**config.mk**
```make
export PLATFORM = sky130hd
export DESIGN_NAME = os_psum_writer
export DESIGN_NICKNAME = d
export VERILOG_FILES = /design/src/rtl/os_psum_writer.sv
export SDC_FILE = /design/constraint.sdc
export NUM_CORES = 2
export LEC_CHECK = 0
export CAP_MARGIN = 20
export CORE_AREA = 2 2 407 409
export DETAILED_ROUTE_END_ITERATION = 10
export DIE_AREA = 0 0 409 411
export PLACE_DENSITY = 0.51
export SLEW_MARGIN = 30
export SYNTH_ARGS = -nofsm -noshare
export SYNTH_HDL_FRONTEND = slang
export SYNTH_SLANG_ARGS = --single-unit
```
**constraint.sdc**
```tcl
create_clock -name clk -period 48.4 [get_ports clk]
set_input_delay 14.52 -clock clk [delete_from_list [all_inputs] [get_ports clk]]
set_output_delay 14.52 -clock clk [all_outputs]
set_load 0.01 [all_outputs]
```
**src/rtl/os_psum_writer.sv**
```systemverilog
// Serial-to-parallel psum writer: collects col*row words one per handshake into a
// flattened image, then offers the image to the mac_array with valid/ready.
module os_psum_writer #(
    parameter int psum_bw = 16,
    parameter int col     = 8,
    parameter int row     = 8,
    parameter int cnt_bw  = 7
) (
    input  logic                         clk,
    input  logic                         reset,
    input  logic                         clear,
    input  logic                         in_valid,
    input  logic [psum_bw-1:0]           in_data,
    output logic                         in_ready,
    input  logic                         array_ready,
    output logic                         array_valid,
    output logic [psum_bw*col*row-1:0]   os_in_array,
    output logic [cnt_bw-1:0]            word_cnt
);

    localparam int NWORDS = col * row;
    localparam int IMG_BW = psum_bw * NWORDS;
    localparam logic [cnt_bw-1:0] LAST_SLOT = cnt_bw'(NWORDS - 1);
    localparam logic [cnt_bw-1:0] FULL_CNT  = cnt_bw'(NWORDS);

    typedef enum logic {
        FILL = 1'b0,
        HOLD = 1'b1
    } state_t;

    state_t              state_q, state_d;
    logic [cnt_bw-1:0]   cnt_q, cnt_d;
    logic [IMG_BW-1:0]   img_q, img_d;

    // Next-state logic: clear dominates, then the FILL/HOLD handshakes.
    always_comb begin
        state_d = state_q;
        cnt_d   = cnt_q;
        img_d   = img_q;
        if (clear) begin
            state_d = FILL;
            cnt_d   = {cnt_bw{1'b0}};
            img_d   = {IMG_BW{1'b0}};
        end else begin
            case (state_q)
                FILL: begin
                    if (in_valid) begin
                        img_d[int'(cnt_q)*psum_bw +: psum_bw] = in_data;
                        if (cnt_q == LAST_SLOT) begin
                            state_d = HOLD;
                            cnt_d   = FULL_CNT;
                        end else begin
                            cnt_d   = cnt_q + cnt_bw'(1);
                        end
                    end else begin
                        cnt_d = cnt_q;
                    end
                end
                HOLD: begin
                    // Buffer is kept so unwritten slots of the next fill retain old data.
                    if (array_ready) begin
                        state_d = FILL;
                        cnt_d   = {cnt_bw{1'b0}};
                    end else begin
                        state_d = HOLD;
                    end
                end
                default: begin
                    state_d = FILL;
                    cnt_d   = {cnt_bw{1'b0}};
                    img_d   = {IMG_BW{1'b0}};
                end
            endcase
        end
    end

    // State, counter and image registers.
    always_ff @(posedge clk or posedge reset) begin
        if (reset) begin
            state_q <= FILL;
            cnt_q   <= {cnt_bw{1'b0}};
            img_q   <= {IMG_BW{1'b0}};
        end else begin
            state_q <= state_d;
            cnt_q   <= cnt_d;
            img_q   <= img_d;
        end
    end

    assign in_ready    = (state_q == FILL);
    assign array_valid = (state_q == HOLD);
    assign os_in_array = img_q;
    assign word_cnt    = cnt_q;

endmodule

```
Word-level counts from Yosys, hierarchy flattened
Index checks and enable logic that the tools add are counted.
Operators by class
  add/subtract/negate cells: 2
  equal/unequal tests: 4
  shift-type cells: 2
  multiplexer cells: 14
  bitwise operators: 1
  reductions and logical operators: 3
Operators with widths (number)
  two-way mux 1024 bit: 3
  bitwise mux 1024 bit: 1
  variable shift 16 x 33 -> 1024 bit, first input constant: 1
  indexed part select 16 x 33 -> 1024 bit: 1
  negator 11 -> 33 bit: 1
  two-way mux 7 bit: 4
  one-hot mux 7 bit (2 select lines): 1
  adder 7 x 1 -> 7 bit, second input constant: 1
  == test 7 x 6 -> 1 bit, second input constant: 1
  inequality test 3 bit, second input constant: 2
  two-way mux 1 bit: 4
  AND reduction 2 bit: 2
  inequality test 2 bit, second input constant: 1
  one-hot mux 1 bit (2 select lines): 1
  nonzero test 2 bit: 1
  inverter 1 bit: 1
Word-level totals
  register bits after elaboration: 1032
  input port bits: 21
  output and inout bits: 1033
  logic and storage cells: 29

Logic depth before layout (Yosys ltp)
  depth in word-level cells: 6
  gate-level depth with buffers: 14

Least setup slack after synthesis
Ideal clock, no wire load.
  path type: input-to-reg
  start point: input port in_valid
  end point: register img_q[368] (netlist: os_in_array[368])
  library setup time: 0.121 ns
  arrival time: 16.177 ns
  slack: 32.102 ns
  stages on the path: 8
  buffers on the path: 3
  cell sequence: nor2b_1 > clkbuf_1 > nand2_1 > nor4_4 > buf_2 > a31oi_1 > buf_2 > a22o_1
On the way
  longest elaborated chain between the ends: 2
RTL lines
  start, declared: RTL line 12  | input logic in_valid,
  nonzero test 2 bit (no line)
  AND reduction 2 bit (no line)
  end signal, assigned: RTL line 82  | img_q <= {IMG_BW{1'b0}};
  end signal, assigned: RTL line 86  | img_q <= img_d;
  end, declared: RTL line 33  | logic [IMG_BW-1:0] img_q, img_d;
Every way passes these cells.
A chain may end at the register's enable or synchronous reset.

==> results.sh <==
export IMPL_drt_wirelength_per_cell_um=33.13
export IMPL_port_buffers=1053
export IMPL_power_leakage_nw=24.54
export IMPL_gp_congestion=0.7762
export IMPL_yosys_warnings=0
export IMPL_wl_um=197200
export IMPL_grt_overflow=0
export IMPL_first_global_vias=30796
export IMPL_syn_inst=2682
export IMPL_ys_dominant_reg_cell="dfrtp_1"
export IMPL_cts_root_buffer="clkbuf_16"
export IMPL_critical_path_class="in2async"
export IMPL_vias_per_cell=5.152
export IMPL_fin_crit_sh_pct=38.80
export IMPL_hold_ws_ns=0.4885
export IMPL_synth_fp_nets=2706
export IMPL_ios=1054
export IMPL_synth_edf_count=0
export IMPL_relSlewSlack_pct=31.73
export IMPL_core_region_area_um2=163900
export IMPL_hold_path_depth=1
export IMPL_die_height_um=411
export IMPL_hold_buffers=0
export IMPL_path_clk_slew_ns=0.06
export IMPL_area_growth_pct=46.23
export IMPL_hpwl_um=132700
export IMPL_drt_pre_antenna_iters=7
export IMPL_worstPathArrival_ns=19.52
export IMPL_route_detailed_drc=0
export IMPL_htree_levels=3
export IMPL_die_w_um=409
export IMPL_antenna_found_initial=5
export IMPL_cp_required_ns=49.14
export IMPL_cts_tree="yes"
export IMPL_clock_path_buffers=3
export IMPL_yosysSeqAreaShare_pct=67.05
export IMPL_end_kind="async pin"
export IMPL_setup_tns_ns=0
export IMPL_layout_drive_gt1_share_pct=12.75
export IMPL_status="finished, final reports clean"
export IMPL_clock_latency_ns=0.76
export IMPL_grt_max_degree=178
export IMPL_crit_path_start_kind="input port"
export IMPL_hold_class="reg2reg"
export IMPL_antenna_cells=0
export IMPL_period_needed_ns=18.78
export IMPL_synth_area_per_cell_um2=14.36
export IMPL_initial_core_util_pct=23.51
export IMPL_tightest_slew_ns=1.024
export IMPL_postRouteAntennaNets=0
export IMPL_ir_drop_uv=28.55
export IMPL_power_density_nw_per_um2=34.20
export IMPL_fin_worst_skew_ns=0.04719
export IMPL_track_usage_pct=22.72
export IMPL_cts_repair_timing_setup_buffer_count=0
export IMPL_cts_resized_gates=0
export IMPL_grt_pass1_wl_um=269300
export IMPL_async_reset_ff_share_pct=100.0
export IMPL_die_area_um2=168100
export IMPL_rsz0062_at_grt="false"
export IMPL_vias=30674
export IMPL_fin_nets=3698
export IMPL_finalSetupViolations=0
export IMPL_synthesis_area_um2=38520
export IMPL_cts_buffers=114
export IMPL_hold_viol=0
export IMPL_slew_viol_final=0
export IMPL_max_freq_mhz=53.25
export IMPL_max_cap_viol_count=0
export IMPL_ys_types=69
export IMPL_rr_worst_depth=9
export IMPL_path_max_fanout=120
export IMPL_drtIter0Drc=2542
export IMPL_cts_sinks=1032
export IMPL_synth_ff_latch_count=1032
export IMPL_rows=149
==> per-stage QoR <==
step	instances	utilization, %	total power [W]	setup WS [ns]	cell area [µm²]
after global routing	5954	34.37	0.001990	28.83	56330
final	5954	34.37	0.001926	29.62	56330
after CTS	5951	34.27	0.001946	29.41	56160
after detailed placement	5744	31.91	0.001036	28.59	52290
after floorplan	2682	-	0.0009526	4.837	38520
after global placement	5733	31.63	0.001029	28.60	51830
==> critical path, stage by stage <==
cell	delay (ns)
clkdlybuf4s50_1	0.50
inv_8	0.56
buf_4	0.72
buf_4	0.69
buf_4	0.77
buf_4	0.73
buf_4	0.80
==> cell families (layout without fill, tap and decap cells) <==
group / after synthesis / after routing / synth area share, %
AO/OA/AOI/OAI: 1141 / 1141 / 25.83
XOR/XNOR: 4 / 4 / 0.1299
adder cells (fa/ha/maj): 3 / 3 / 0.09746
buffers and inverters: 316 / 1399 / 3.440
flip-flops: 1032 / 1032 / 67.05
multiplexers: 7 / 7 / 0.1819
AND/OR/NAND/NOR: 179 / 179 / 3.271
==> routing by layer <==
| layer | part of all wire (%) | track usage [%] |
|---|---|---|
| met1 | 41 | 28.48 |
| met2 | 49 | 37.67 |
| met3 | 7.4 | 6.040 |
| met4 | 3.4 | 7.946 |
| met5 | 0 | 0 |
==> synthesized netlist by cell type, types with 8 or more instances <==
cell type  number  share of area [%]
dfrtp_1      1032                 67
a32o_1        125                3.2
buf_1          19               0.19
a21oi_1        20               0.26
nand4_1        17               0.28
o21ai_0         9               0.12
inv_1           9              0.088
buf_2         104                1.4
nand3_1         8               0.10
a31oi_2         8               0.26
o31ai_1        18               0.35
clkbuf_1      180                1.8
o211ai_1       11               0.21
a31oi_1        45               0.73
nor3_2         36               0.94
nor2_1         17               0.17
a22o_1        875                 20
nand2_1        34               0.33
nor3_1         17               0.22
==> report_power, final <==
| group | switching [W] | leakage, nW | internal (W) |
|---|---|---|---|
| combinational | 0.000129 | 8.23 | 0.0000244 |
| clock | 0.000389 | 1.89 | 0.000519 |
| sequential | 0.00000187 | 14.4 | 0.000864 |
| total | 0.000519 | 24.5 | 0.00141 |
==> placed cells by master, fill, tap and decap left out, types with 4 or more instances in the layout <==
master           Yosys  final
nand2_1             34     33
clkbuf_8             0     24
mux2i_1              7      7
a31oi_4              0     31
clkbuf_16            0    115
clkinvlp_4           0      5
o211ai_1            11     11
buf_8                0      8
a21oi_4              0      5
nor3_1              17      5
clkinv_16            0      4
a31oi_1             45      7
buf_4                2    131
dfrtp_1           1032   1032
a32o_1             125    125
inv_6                0      6
clkdlybuf4s50_1      0   1036
nand3_1              8      7
and4_1               4      4
clkbuf_1           180     24
o21ai_0              9      9
nor3_2              36     29
a31oi_2              8     15
nand4_1             17     17
nor2_1              17     15
nor4_4               7      8
a22o_1             875    873
inv_1                9      8
o31ai_1             18     18
nor3_4               0     19
clkinv_2             0     19
nor2b_1              6      4
a21oi_1             20     14
nor2_2               3      4
bufinv_16            0      8
buf_6                0      4
==> state kept, by name, summed over array words and instances (netlist names) <==
name and flops:
array_valid 1, word_cnt 7, os_in_array 1024
==> final timing paths <==
| check | startpoint | end | slack, ns |
|---|---|---|---|
| setup / recovery | reset | os_in_array[124] | 29.62 |
| hold / removal | os_in_array[786] | os_in_array[786] | 0.49 |
| setup reg to reg | word_cnt[0] | os_in_array[962] | 43.78 |
| hold reg to reg | os_in_array[786] | os_in_array[786] | 0.49 |
| max in group clk | in_valid | os_in_array[308] | 30.99 |
| min in group asynchronous | reset | os_in_array[989] | 14.30 |
==> layout make-up <==
class / instances / area, µm²
multi-input combinational: 1334 / 12250
tap: 2189 / 2739
clock buffer: 163 / 3298
fill: 16078 / 107500
inverter: 10 / 46.29
sequential: 1032 / 25820
timing repair buffer: 1182 / 11590
clock inverter: 44 / 571.8
Note: power is estimated with default switching activity, not from simulation.
